### src/rtl/syn_clk_split.sv
// ---------------------------------------------------------------------------
// syn_clk_split
//
// Splits the monotonic 64-bit global sync time into a cycle-relative time,
// a cycle index and a cycle-start pulse. Alignment is done once with a
// 64-step restoring division of the global time by the cycle length. After
// that, a bounded catch-up loop and a per-clock wrap tracker follow the
// incrementing time. In 1588 mode the global time passes straight through.
//
// Ports:
//   i_clk            system clock (125 MHz)
//   i_rst_n          asynchronous active-low reset
//   iv_global_time   64-bit monotonic global sync time in ns
//   i_tsn_or_tte     1 = 1588 passthrough, 0 = 6802 cycle split
//   iv_syn_clk_cycle sync cycle length in ns (< MIN_CYCLE means unconfigured)
//   ov_cycle_time    time within the current cycle
//   ov_cycle_index   cycle count since the alignment base, mod 2^32
//   o_cycle_start    one-clock pulse on the first clock of a new cycle
//   o_time_valid     ov_cycle_time / ov_cycle_index are trustworthy
//   o_resync         one-clock pulse when a jump or cycle change realigns
// ---------------------------------------------------------------------------
module syn_clk_split #(
  parameter int unsigned MIN_CYCLE = 64,
  parameter int unsigned TIME_STEP = 8
) (
  input  logic        i_clk,
  input  logic        i_rst_n,
  input  logic [63:0] iv_global_time,
  input  logic        i_tsn_or_tte,
  input  logic [31:0] iv_syn_clk_cycle,
  output logic [31:0] ov_cycle_time,
  output logic [31:0] ov_cycle_index,
  output logic        o_cycle_start,
  output logic        o_time_valid,
  output logic        o_resync
);

  localparam logic [31:0] MIN_CYCLE_W = 32'(MIN_CYCLE);

  typedef enum logic [1:0] {
    S_IDLE,
    S_DIVIDE,
    S_CATCHUP,
    S_TRACK
  } state_e;

  state_e      r_state;
  state_e      w_next_state;

  logic [63:0] r_base;
  logic [63:0] r_t0;
  logic [63:0] r_quot;
  logic [31:0] r_rem;
  logic [6:0]  r_bitcnt;
  logic [31:0] r_cycle;
  logic [31:0] r_index;

  logic [31:0] r_cycle_time;
  logic [31:0] r_cycle_index;
  logic        r_cycle_start;
  logic        r_time_valid;
  logic        r_resync;

  logic        w_cycle_ok;
  logic        w_cycle_chg;
  logic        w_behind;
  logic        w_wrap;
  logic        w_jump;
  logic [63:0] w_delta;
  logic [32:0] w_two_cycle;
  logic [31:0] w_wrap_time;
  logic [32:0] w_rem_shift;
  logic        w_rem_ge;
  logic [31:0] w_rem_diff;
  logic [31:0] w_rem_next;
  logic [63:0] w_quot_next;
  logic        w_div_done;

  logic [31:0] w_nxt_time;
  logic [31:0] w_nxt_index;
  logic        w_nxt_start;
  logic        w_nxt_valid;
  logic        w_nxt_resync;

  // A nominal step at or above the smallest cycle could push delta past
  // 2*cycle in a single clock, making every wrap look like a jump.
  a_step_below_min: assert property (@(posedge i_clk) disable iff (!i_rst_n)
    (TIME_STEP < MIN_CYCLE));

  assign w_cycle_ok  = (iv_syn_clk_cycle >= MIN_CYCLE_W);
  assign w_cycle_chg = (r_state != S_IDLE) && (iv_syn_clk_cycle != r_cycle);

  assign w_delta     = iv_global_time - r_base;
  assign w_behind    = (iv_global_time < r_base);
  assign w_two_cycle = {r_cycle, 1'b0};
  assign w_wrap      = (w_delta >= {32'd0, r_cycle});
  assign w_jump      = w_behind || (w_delta >= {31'd0, w_two_cycle});
  // Only used when cycle <= delta < 2*cycle, so the result fits in 32 bits.
  assign w_wrap_time = w_delta[31:0] - r_cycle;

  // Restoring division step: r_quot holds the not-yet-consumed dividend
  // bits at the top and the quotient bits collected so far at the bottom.
  assign w_rem_shift = {r_rem, r_quot[63]};
  assign w_rem_ge    = (w_rem_shift >= {1'b0, r_cycle});
  // The true difference is below cycle, so 32-bit arithmetic is exact.
  assign w_rem_diff  = w_rem_shift[31:0] - r_cycle;
  assign w_rem_next  = w_rem_ge ? w_rem_diff : w_rem_shift[31:0];
  assign w_quot_next = {r_quot[62:0], w_rem_ge};
  assign w_div_done  = (r_bitcnt == 7'd63);

  always_ff @(posedge i_clk or negedge i_rst_n) begin
    if (!i_rst_n) begin
      r_state <= S_IDLE;
    end else begin
      r_state <= w_next_state;
    end
  end

  // Priority: passthrough > cycle change > jump > normal wrap.
  always_comb begin
    w_next_state = r_state;
    if (i_tsn_or_tte) begin
      w_next_state = S_IDLE;
    end else if (r_state == S_IDLE) begin
      if (w_cycle_ok) begin
        w_next_state = S_DIVIDE;
      end
    end else if (w_cycle_chg) begin
      w_next_state = w_cycle_ok ? S_DIVIDE : S_IDLE;
    end else begin
      case (r_state)
        S_DIVIDE: begin
          if (w_div_done) begin
            w_next_state = S_CATCHUP;
          end
        end
        S_CATCHUP: begin
          if (!w_wrap) begin
            w_next_state = S_TRACK;
          end
        end
        S_TRACK: begin
          if (w_jump) begin
            w_next_state = S_DIVIDE;
          end
        end
        default: w_next_state = S_IDLE;
      endcase
    end
  end

  // Next values of the registered outputs. Time and index hold their last
  // value whenever they are not valid.
  always_comb begin
    w_nxt_time   = r_cycle_time;
    w_nxt_index  = r_cycle_index;
    w_nxt_start  = 1'b0;
    w_nxt_valid  = 1'b0;
    w_nxt_resync = 1'b0;
    if (i_tsn_or_tte) begin
      w_nxt_time  = iv_global_time[31:0];
      w_nxt_index = iv_global_time[63:32];
      w_nxt_valid = 1'b1;
    end else if (r_state == S_IDLE) begin
      w_nxt_valid = 1'b0;
    end else if (w_cycle_chg) begin
      w_nxt_resync = w_cycle_ok;
    end else if (r_state == S_TRACK) begin
      if (w_jump) begin
        w_nxt_resync = 1'b1;
      end else if (w_wrap) begin
        w_nxt_time  = w_wrap_time;
        w_nxt_index = r_index + 32'd1;
        w_nxt_start = 1'b1;
        w_nxt_valid = 1'b1;
      end else begin
        w_nxt_time  = w_delta[31:0];
        w_nxt_index = r_index;
        w_nxt_valid = 1'b1;
      end
    end
  end

  always_ff @(posedge i_clk or negedge i_rst_n) begin
    if (!i_rst_n) begin
      r_base        <= 64'd0;
      r_t0          <= 64'd0;
      r_quot        <= 64'd0;
      r_rem         <= 32'd0;
      r_bitcnt      <= 7'd0;
      r_cycle       <= 32'd0;
      r_index       <= 32'd0;
      r_cycle_time  <= 32'd0;
      r_cycle_index <= 32'd0;
      r_cycle_start <= 1'b0;
      r_time_valid  <= 1'b0;
      r_resync      <= 1'b0;
    end else begin
      r_cycle_time  <= w_nxt_time;
      r_cycle_index <= w_nxt_index;
      r_cycle_start <= w_nxt_start;
      r_time_valid  <= w_nxt_valid;
      r_resync      <= w_nxt_resync;

      if (i_tsn_or_tte) begin
        r_bitcnt <= 7'd0;
      end else if ((r_state == S_IDLE) || w_cycle_chg) begin
        // Entering or restarting a division; a drop below the minimum
        // leaves everything as is since IDLE relatches on the way out.
        if (w_cycle_ok) begin
          r_cycle  <= iv_syn_clk_cycle;
          r_t0     <= iv_global_time;
          r_quot   <= iv_global_time;
          r_rem    <= 32'd0;
          r_bitcnt <= 7'd0;
        end
      end else begin
        case (r_state)
          S_DIVIDE: begin
            r_quot   <= w_quot_next;
            r_rem    <= w_rem_next;
            r_bitcnt <= r_bitcnt + 7'd1;
            if (w_div_done) begin
              r_base  <= r_t0 - {32'd0, w_rem_next};
              r_index <= w_quot_next[31:0];
            end
          end
          S_CATCHUP: begin
            if (w_wrap) begin
              r_base  <= r_base + {32'd0, r_cycle};
              r_index <= r_index + 32'd1;
            end
          end
          S_TRACK: begin
            if (w_jump) begin
              r_t0     <= iv_global_time;
              r_quot   <= iv_global_time;
              r_rem    <= 32'd0;
              r_bitcnt <= 7'd0;
            end else if (w_wrap) begin
              r_base  <= r_base + {32'd0, r_cycle};
              r_index <= r_index + 32'd1;
            end
          end
          default: begin
            r_bitcnt <= 7'd0;
          end
        endcase
      end
    end
  end

  assign ov_cycle_time  = r_cycle_time;
  assign ov_cycle_index = r_cycle_index;
  assign o_cycle_start  = r_cycle_start;
  assign o_time_valid   = r_time_valid;
  assign o_resync       = r_resync;

endmodule

### config.mk
export PLATFORM = sky130hd
export DESIGN_NAME = syn_clk_split
export DESIGN_NICKNAME = d
export VERILOG_FILES = /design/src/rtl/syn_clk_split.sv
export SDC_FILE = /design/constraint.sdc
export NUM_CORES = 1
export LEC_CHECK = 0
export CAP_MARGIN = 0
export CELL_PAD_IN_SITES_DETAIL_PLACEMENT = 1
export CELL_PAD_IN_SITES_GLOBAL_PLACEMENT = 1
export CORE_MARGIN = 2
export CORE_UTILIZATION = 25
export CTS_CLUSTER_DIAMETER = 200
export DETAILED_ROUTE_END_ITERATION = 6
export DONT_BUFFER_PORTS = 1
export PLACE_DENSITY_LB_ADDON = 0.3
export SYNTH_ARGS = -nofsm -noshare
export SYNTH_HDL_FRONTEND = slang
export SYNTH_SLANG_ARGS = --single-unit
### constraint.sdc
create_clock -name i_clk -period 6.58 [get_ports i_clk]
set_clock_uncertainty 0.15 [all_clocks]
set_input_delay 0.658 -clock i_clk [delete_from_list [all_inputs] [get_ports i_clk]]
set_output_delay 0.658 -clock i_clk [all_outputs]
set_load 0.01 [all_outputs]
==> run metrics, run 1 <==
Yosys reg bits between 300 and 400; Via-to-Cell Ratio 5.295; largest net degree at the start of global routing 365; P_leak 16.91 nW; syn_area_per_cell 8.618 um2; Reg clk slew, reported paths 0.07 ns; routability cong. 0.8857; crit path DAT 7.33 ns; maximum vdd drop 180.3 uV; Synth top area share 0.3064; outcome finished with violations; async set-or-reset flop fraction in the synthesized netlist 1.000; RSZ-0062 raised after global routing true; fin area 39380 um2; Skew-Pair Late Insertion Delay about 0.66 ns; max_cap viols 0; WL/cell 25.42 um; number of flops mapped to enable cells by yosys 0; final worst slack -0.3466 ns; Fin Setup TNS -7.072 ns; Die ar. 121700 um2; Setup-failing EPs final 34; Reg area 9109 um2; H-tree depth 2; main combinational cell family by area after synthesis compound AO/OA/AOI/OAI gates; Syn Inst Count 3450; Reg power frac 0.332; Ports 166; Synth Area in Simple Gates 0.1501; Filler Cells Inserted 13600; Synth area leaders dfrtp_1 (31%), ha_1 (9.7%), mux2_2 (7.1%); Net Sw Frac 0.3253; post-synthesis adder-cell area fraction 0.1002; DR vias 29437; CTS root buffer clkbuf_16; reg2reg path depth 36; part of the Yosys area used for sequential elements 0.3064; gr ovfl total 0; worst setup path category reg2reg; WP data required 6.98 ns; post-synthesis xor/xnor area fraction 0.07011; CP Max Fanout 7; hold buffers post-CTS between 80 and 90; port bufs 0; P_sw about 2.5 mW; biggest area consumer among synthesized cells dfrtp_1; Final Critical Period 6.927 ns; Multi-input gate area approximately 20000 um2; Synth Flop Type dfrtp_1; Detailed Route Iter0 Violations around 2000; CTS tree yes; Pint 5.130 mW; Nets 4311; failing checks hold timing, slew limit, setup timing; synthesized area 29730 um2; Initial Utilization 0.2518; clk buf depth 3; delay of the slowest cell on the worst path 0.42 ns; Setup crit end kind register; Syn. warnings 0; crit start category register; clock tree sinks approximately 360; FMAX 144.4 MHz; Die W 348.9 um; Chip Height 348.9 um; fin crit share 1.053; CP dominant cell by count buf_4; Mapped Nets roughly 3800; detailed placement HPWL 102700 um; core area 118100 um2; Min Hold Slack -0.4346 ns; leading cell type in the layout, fill and taps excluded buf_4; DRC viols 0; final hold violation count 333; commonest non-fill, non-tap cells in the layout buf_4 (498), dfrtp_1 (364), a21oi_1 (263); Pwr per Cell Area 193.1 nW/um2; initial antenna violation count 12; first-pass GRT wire length 203800 um; row count 126; vias in the first global route between 20000 and 30000; Detailed Routing Iterations Pass 1 7; final cell count without fillers 5559; placed cells 5283; Crit-path slowest cell o41ai_4; Synth Area in Compound Gates 0.2460; Max Slew Vio Count 259; fraction of layout cells with a size suffix above 1 0.2646; routed wire length 141300 um; final antenna-violating net count 0; Tightest Pin Transition 1.970 ns; mux cell area share after synthesis 0.08059; Clk network pwr share 0.392; Total Routing Usage GR 0.2242; synth-to-layout area growth 32.46%; Synth cell types 91; Worst Hold Class in2async; TritonCTS Buffers 49; Worst slew margin -0.3132; placed instance area 34750 um2; combinational share of power 0.276
==> layout make-up <==
cell class              instances  area share
diodes                          6   0.0003812
inverters                     184     0.01754
clock buffers                  65     0.03444
clock inverters                26    0.009340
well taps                    1536     0.04880
flip-flops and latches        364      0.2313
multi-input cells            2739      0.5186
repair buffers                639      0.1396
==> stage by stage <==
stage          power (mW)  setup WS, ns    util  hold slack [ns]
2_1_floorplan       3.658      0.005919       -           0.2124
3_3_place_gp        4.375       -0.7044  0.2943           0.2324
3_5_place_dp        4.402       -0.7827  0.2943           0.2301
4_1_cts             7.558       -0.1711  0.3242          -0.4713
5_1_grt             7.939       -0.6962  0.3335          -0.4529
6_report            7.603       -0.3466  0.3335          -0.4346
==> timing repair <==
action | in CTS | in global routing
cloned | 1 | 10
resized for setup | 129 | 150
pin swaps | 68 | 84
endpoints found under the setup margin | 227 | 331
buffers inserted | 58 | 32
hold endpoints to repair | 466 | 364
==> layer usage <==
metal / wire (um) / track usage / share of wire / vias to the layer above
met5: 30 / 0 / 0.00021 / -
met4: 4768 / 0.06905 / 0.034 / 6
met3: 7722 / 0.04418 / 0.055 / 191
met2: 68130 / 0.3832 / 0.48 / 638
met1: 60640 / 0.2832 / 0.43 / 14839
li1: - / - / - / 13763
==> critical path, delay by kind of cell (launching register included) <==
kind	cells	cell delay [ns]
buffers and inverters	6	0.86
XOR/XNOR	1	0.13
adder cells (fa/ha/maj)	3	0.73
AND/OR/NAND/NOR	5	0.55
flip-flops	1	0.40
AO/OA/AOI/OAI	21	4.01
==> synth_stat cells, drive strengths merged, types with 9 or more instances <==
library cell,count
a2111oi,10
a211oi,38
a21boi,13
a21o,109
a21oi,298
a22oi,61
a2bb2oi,12
a31oi,46
and2,18
and3,32
buf,41
clkbuf,123
dfrtp,364
ha,230
inv,184
mux2,191
mux2i,23
nand2,235
nand2b,32
nand3,86
nand4,57
nor2,259
nor2b,28
nor3,76
nor4,36
o2111ai,9
o211ai,22
o21a,51
o21ai,258
o21bai,19
o22a,21
o22ai,43
o31ai,15
or3,28
or4,13
xnor2,157
xor2,81
==> state kept, by name, indices dropped and copies added (netlist names) <==
name and cells:
ov_cycle_time 32, r_rem 32, r_state 2, r_quot 64, o_time_valid 1, o_resync 1, o_cycle_start 1, r_t0 64
r_index 32, r_cycle 32, r_base 64, r_bitcnt 7, ov_cycle_index 32
==> logic make-up (layout without fill, tap and decap cells) <==
kind of cell | after synthesis | after routing
muxes | 214 | 214
other | 0 | 6
adders and majority gates | 235 | 235
DFF | 364 | 364
and+or+nand+nor | 928 | 929
xor gates and xnor gates | 238 | 238
AOI/OAI and AO/OA | 1123 | 1123
buffers and inverters | 348 | 914
==> power by group through the flow <==
stage | registers, mW | clock network (mW) | logic [mW]
2_1_floorplan | 2.50 | 0 | 1.16
3_3_place_gp | 2.55 | 0 | 1.82
3_5_place_dp | 2.56 | 0 | 1.84
4_1_cts | 2.52 | 3.04 | 2.00
5_1_grt | 2.54 | 3.11 | 2.28
6_report | 2.52 | 2.98 | 2.10
==> final timing paths <==
kind                                     from           endpoint  slack (ns)
setup / recovery                   r_cycle[1]         r_base[36]       -0.35
hold / removal                        i_rst_n         r_quot[50]       -0.43
setup reg to reg                   r_cycle[1]         r_base[36]       -0.35
hold reg to reg                    r_quot[58]         r_quot[58]        0.35
max in group asynchronous             i_rst_n  ov_cycle_time[23]        5.16
min in group i_clk         iv_global_time[25]  ov_cycle_time[25]        0.02
Power figures use the tool's default switching activity.
==> run 2: changes to the inputs <==
--- a/config.mk
+++ b/config.mk
@@ -13,7 +13,10 @@
 export CTS_CLUSTER_DIAMETER = 200
 export DETAILED_ROUTE_END_ITERATION = 6
 export DONT_BUFFER_PORTS = 1
+export MAX_ROUTING_LAYER = met4
 export PLACE_DENSITY_LB_ADDON = 0.3
+export RECOVER_POWER = 100
+export SLEW_MARGIN = 30
 export SYNTH_ARGS = -nofsm -noshare
 export SYNTH_HDL_FRONTEND = slang
 export SYNTH_SLANG_ARGS = --single-unit
==> run 2 against run 1 <==
- the run ends with hold timing, capacitance limit, slew limit, setup timing left
- die area stayed put
- worst hold slack better by 0.035 ns
- routed wire length is 5.4% lower
- final cell count is 1.3% lower
- critical path type unchanged
- critical endpoint is now r_base[46]
- highest routed layer is now met4
==> run metrics, run 2 (synthesis results as in run 1) <==
outcome finished with violations; failing checks hold timing, capacitance limit, slew limit, setup timing; DRC viols 0 (unchanged); max_cap viols 1 (+1); Detailed Route Iter0 Violations 1749 (-13%); gr ovfl total 0 (unchanged); Net Sw Frac 0.3213 (-0.003996); RSZ-0062 raised after global routing true; combinational share of power 0.270 (-0.006); crit path DAT 7.18 ns (-0.15 ns); final cell count without fillers 5488 (-1.3%); CTS tree yes; CP Max Fanout 5 (-2); global routing usage on met3 0.03763 (-0.006547); synth-to-layout area growth 28.62%; Via-to-Cell Ratio 5.266 (-0.56%); Filler Cells Inserted 13669 (+0.51%); CTS root buffer clkbuf_16; Crit-path slowest cell dfrtp_1; met1 usage in global routing 0.2757 (-0.007562); global routing usage on met2 0.3667 (-0.01647); Detailed Routing Iterations Pass 1 5 (-2); port bufs 0 (unchanged); P_leak 16.36 nW (-3.2%); placed cells 5288 (+0.095%); initial antenna violation count 11 (-1); first-pass GRT wire length 196600 um (-3.5%); P_sw 2.345 mW (-5.2%); Ports 166 (unchanged); Initial Utilization 0.2518 (unchanged); Reg power frac 0.346 (+0.014); fin util 0.3239 (-0.009653); Chip Height 348.9 um (unchanged); Setup-failing EPs final 46 (+35%); dpl ws -0.7591 ns (+0.02351 ns); reg2reg end r_base[46]; Final Critical Period 6.817 ns (-0.1094 ns); TritonCTS Buffers 49 (unchanged); Max Slew Vio Count 132 (-49%); H-tree depth 2 (unchanged); commonest non-fill, non-tap cells in the layout buf_4 (479), dfrtp_1 (364), a21oi_1 (271); hold buffers post-CTS 47 (-43%); core area 118100 um2 (unchanged); FMAX 146.7 MHz (+1.6%); Min Hold Slack -0.4000 ns (+0.03464 ns); leading cell type in the layout, fill and taps excluded buf_4; Worst R2R Start r_rem[0]; Tightest Pin Transition 3.010 ns (+1.040 ns); Worst slew margin -1.007 (-0.6936); top flop regs r_base: 64 flops, r_quot: 64 flops, r_t0: 64 flops; Pwr per Cell Area 190.8 nW/um2 (-1.2%); crit start category register; largest net degree at the start of global routing 365 (unchanged); Reg2Reg Setup Slack -0.24 ns (+0.11 ns); Total Routing Usage GR 0.2207 (-0.003452); routability cong. 0.9001 (+1.6%); Worst Hold Class in2async; WP data required 6.94 ns (-0.04 ns); row count 126 (unchanged); maximum vdd drop 167.8 uV (-6.9%); Setup crit end kind register; worst setup path category reg2reg; fraction of layout cells with a size suffix above 1 0.2505 (-0.01412); final hold violation count 364 (+9.3%); Die ar. 121700 um2 (unchanged); fin crit share 1.036 (-0.01663); clock tree sinks 364 (unchanged); routed wire length 133600 um (-5.4%); Die W 348.9 um (unchanged); final worst slack -0.2371 ns (+0.1094 ns); Nets 4237 (-1.7%); Skew-Pair Late Insertion Delay 0.63 ns (-0.03 ns); Fin Setup TNS -3.804 ns (+3.269 ns); detailed placement HPWL 102200 um (-0.46%); gr busiest metal met2; vias in the first global route 29438 (-1.6%); delay of the slowest cell on the worst path 0.40 ns (-0.02 ns); final antenna-violating net count 0 (unchanged); Clk network pwr share 0.384 (-0.008); DR vias 28899 (-1.8%); Reg clk slew, reported paths 0.06 ns (about the same); reg2reg path depth 36 (unchanged); Pint 4.953 mW (-3.4%); Power Total 7.298 mW (-4.0%); WL/cell 24.35 um (-4.2%); clk buf depth 3 (unchanged)
run 2: changes by cell type in the layout (fill, tap and decap cells not counted), moves of 6 or more:
cell	previous run	this run
nand2_2	11	3
dlygate4sd3_1	83	47
a21oi_1	263	271
a21oi_2	34	26
diode_2	6	16
o21ai_0	221	232
clkbuf_16	55	49
o21ai_1	22	16
buf_4	498	479
buf_6	30	15
run 2: per-layer routing:
metal | share of wire | routed length (um) | vias up
met5 | 0 | 0 | -
met2 | 0.49 | 64880 | 543
met3 | 0.048 | 6452 | 141
met4 | 0.026 | 3530 | 0
met1 | 0.44 | 58760 | 14624
li1 | - | - | 13591
run 2: through the flow:
step	hold WS (ns)	cell area, um2
after floorplan	0.2124	29800
after global placement	0.2310	34800
after detailed placement	0.2326	34810
after CTS	-0.4398	37520
after global routing	-0.4204	38230
final	-0.4000	38240
run 2: how the worst max path moves through the flow:
stage	from	endpoint	slack, ns	cells after the start
2_1_floorplan	r_cycle[1]	r_base[36]	0.006	33
3_3_place_gp	r_rem[0]	r_base[63]	-0.64	30
3_5_place_dp	r_rem[0]	r_base[63]	-0.76	30
4_1_cts	r_cycle[1]	r_base[46]	-0.15	37
5_1_grt	r_cycle[1]	r_base[46]	-0.56	37
6_report	r_rem[0]	r_base[46]	-0.24	36
run 2: worst max-delay path, delay by kind of cell (launching register included):
kind / cells / cell delay [ns]
AO/OA/AOI/OAI: 20 / 3.85
flip-flops: 1 / 0.40
adder cells (fa/ha/maj): 3 / 0.75
XOR/XNOR: 1 / 0.14
AND/OR/NAND/NOR: 6 / 0.56
buffers and inverters: 6 / 0.86
run 2: area by class of cell:
type	count	area, um2	area share
multi-input combinational	2738	20240	0.5291
inverter	184	690.7	0.01806
clock buffer	63	1329	0.03475
tap	1536	1922	0.05025
clock inverter	21	286.5	0.007492
sequential	364	9109	0.2382
antenna	16	40.04	0.001047
timing repair buffer	566	4631	0.1211
run 2: repair_timing:
item,4_1_cts,5_1_grt
gates cloned,1,0
pin swaps,57,74
resized for setup,87,129
hold endpoints to repair,411,364
endpoints found under the setup margin,122,332
setup buffers,37,17
run 2: power groups by stage:
stage | sequential, mW | combinational, mW | clock [mW]
after floorplan | 2.50 | 1.16 | 0
after global placement | 2.55 | 1.82 | 0
after detailed placement | 2.56 | 1.84 | 0
after CTS | 2.52 | 1.92 | 2.87
after global routing | 2.54 | 2.17 | 2.95
final | 2.52 | 1.97 | 2.80
==> run 3: changes to the inputs <==
--- a/config.mk
+++ b/config.mk
@@ -20,3 +20,4 @@
 export SYNTH_ARGS = -nofsm -noshare
 export SYNTH_HDL_FRONTEND = slang
 export SYNTH_SLANG_ARGS = --single-unit
+export TNS_END_PERCENT = 10
==> run 3 against run 2 <==
- the flow still finishes with violations (hold timing, capacitance limit, slew limit, setup timing)
- critical path depth rose by 1
- flip-flop and latch count did not move
- total power fell by 0.26%
- count of clock-buffer cells in the layout did not move
- setup slack got worse by 0.0042 ns
- via count barely moved
- final area fell by 0.51%
- register-to-register slack barely moved
==> run metrics, run 3 (synthesis results as in run 1) <==
outcome finished with violations; failing checks hold timing, capacitance limit, slew limit, setup timing; Detailed Route Iter0 Violations 1801 (+3.0%); TritonCTS Buffers 49 (unchanged); Total Routing Usage GR 0.2206 (about the same); Nets 4231 (-0.14%); gr ovfl total 0 (unchanged); Reg clk slew, reported paths 0.06 ns (about the same); hold buffers post-CTS 47 (unchanged); clk buf depth 3 (unchanged); Power Total 7.279 mW (-0.26%); combinational share of power 0.269 (about the same); max_cap viols 1 (unchanged); fin area 38050 um2 (-0.51%); CP Max Fanout 5 (unchanged); delay of the slowest cell on the worst path 0.40 ns (about the same); final worst slack -0.2413 ns (-0.004154 ns); Die W 348.9 um (unchanged); clock tree sinks 364 (unchanged); Worst Hold Class in2async; top flop regs r_base: 64 flops, r_quot: 64 flops, r_t0: 64 flops; commonest non-fill, non-tap cells in the layout buf_4 (480), dfrtp_1 (364), a21oi_1 (276); synth-to-layout area growth 27.96%; delay-heaviest family, CP compound AO/OA/AOI/OAI gates; largest net degree at the start of global routing 365 (unchanged); routability cong. 0.9001 (unchanged); maximum vdd drop 167.7 uV (-0.11%); Clk network pwr share 0.385 (about the same); Setup-failing EPs final 39 (-15%); Via-to-Cell Ratio 5.270 (about the same); Die ar. 121700 um2 (unchanged); final antenna-violating net count 0 (unchanged); WL/cell 24.34 um (about the same); detailed placement HPWL 102200 um (unchanged); CTS root buffer clkbuf_16; crit path DAT 7.18 ns (about the same); crit start category register; CTS tree yes; fraction of layout cells with a size suffix above 1 0.2433 (-0.007251); Min Hold Slack -0.3999 ns (+0.00009600 ns); Chip Height 348.9 um (unchanged); fin util 0.3222 (-0.001664); core area 118100 um2 (unchanged); initial antenna violation count 10 (-1); fin crit share 1.037 (about the same); Net Sw Frac 0.3203 (-0.0009453); DRC viols 0 (unchanged); Fin Setup TNS -3.531 ns (+0.2726 ns); Worst slew margin -1.032 (-0.02471); Filler Cells Inserted 13697 (+0.20%); vias in the first global route 29400 (-0.13%); Reg power frac 0.347 (about the same); P_leak 16.26 nW (-0.60%); P_sw 2.332 mW (-0.55%); H-tree depth 2 (unchanged); Final Critical Period 6.821 ns (+0.004154 ns); leading cell type in the layout, fill and taps excluded buf_4; routed wire length 133400 um (-0.19%); Initial Utilization 0.2518 (unchanged); Crit-path slowest cell dfrtp_1; port bufs 0 (unchanged); FMAX 146.6 MHz (about the same); final hold violation count 364 (unchanged); worst setup path category reg2reg; Detailed Routing Iterations Pass 1 6 (+1); CP bufs+invs 7 (+1); Tightest Pin Transition 3.047 ns (+0.03707 ns); placed instance area 34810 um2 (unchanged); row count 126 (unchanged); Multi-input gate area 20110 um2 (-0.63%); Reg area 9109 um2 (unchanged); Setup crit end kind register; Ports 166 (unchanged); DR vias 28877 (-0.076%); Pwr per Cell Area 191.3 nW/um2 (+0.26%); WP data required 6.94 ns (about the same); Pint 4.947 mW (-0.12%); RSZ-0062 raised after global routing true; Skew-Pair Late Insertion Delay 0.63 ns (about the same); Max Slew Vio Count 64 (-52%); first-pass GRT wire length 196400 um (about the same)
run 3: changes by cell type in the layout (fill, tap and decap cells not counted), sizes merged:
| cell | delta |
|---|---|
| buf | -6 |
| diode | -2 |
run 3: what timing repair did:
action / 4_1_cts / 5_1_grt
setup buffers: 34 / 13
gates resized for setup: 81 / 94
endpoints found under the setup margin: 122 / 332
gates cloned: 1 / 0
hold endpoints to repair: 411 / 364
pin swaps: 53 / 41
run 3: layout make-up:
cell class | instances | share of cell area
Clock inverter | 21 | 0.007531
Tap cell | 1536 | 0.05051
Inverter | 184 | 0.01815
Multi-Input combinational cell | 2738 | 0.5285
Clock buffer | 63 | 0.03492
Timing Repair Buffer | 560 | 0.1200
Sequential cell | 364 | 0.2394
Antenna cell | 14 | 0.0009208
run 3: through the flow:
stage               cells  setup slack (ns)
floorplan            3450          0.005919
global placement     5288           -0.6396
detailed placement   5288           -0.7591
CTS                  5453           -0.1554
global route         5477           -0.5566
finish               5480           -0.2413
run 3: power groups by stage:
stage / Combinational (mW) / Clock, mW / Sequential (mW)
floorplan: 1.16 / 0 / 2.50
global placement: 1.82 / 0 / 2.55
detailed placement: 1.84 / 0 / 2.56
CTS: 1.92 / 2.87 / 2.52
global route: 2.15 / 2.95 / 2.54
finish: 1.96 / 2.80 / 2.52
run 3: metal layers:
metal	global-route usage	part of all wire	vias to the layer above
met5	-	0	-
met4	0.05753	0.029	0
met3	0.03822	0.048	162
met2	0.3679	0.48	558
met1	0.2750	0.44	14568
li1	-	-	13589
run 3: final timing paths:
| path | to | from | slack (ns) | cells past startpoint |
|---|---|---|---|---|
| setup / recovery | r_base[46] | r_rem[0] | -0.24 | 37 |
| max in group asynchronous | r_t0[1] | i_rst_n | 5.49 | 0 |
| setup reg to reg | r_base[46] | r_rem[0] | -0.24 | 37 |
| hold reg to reg | r_base[47] | r_base[47] | 0.35 | 1 |
| hold / removal | r_quot[50] | i_rst_n | -0.40 | 0 |
| min in group i_clk | r_t0[3] | iv_global_time[3] | 0.04 | 1 |
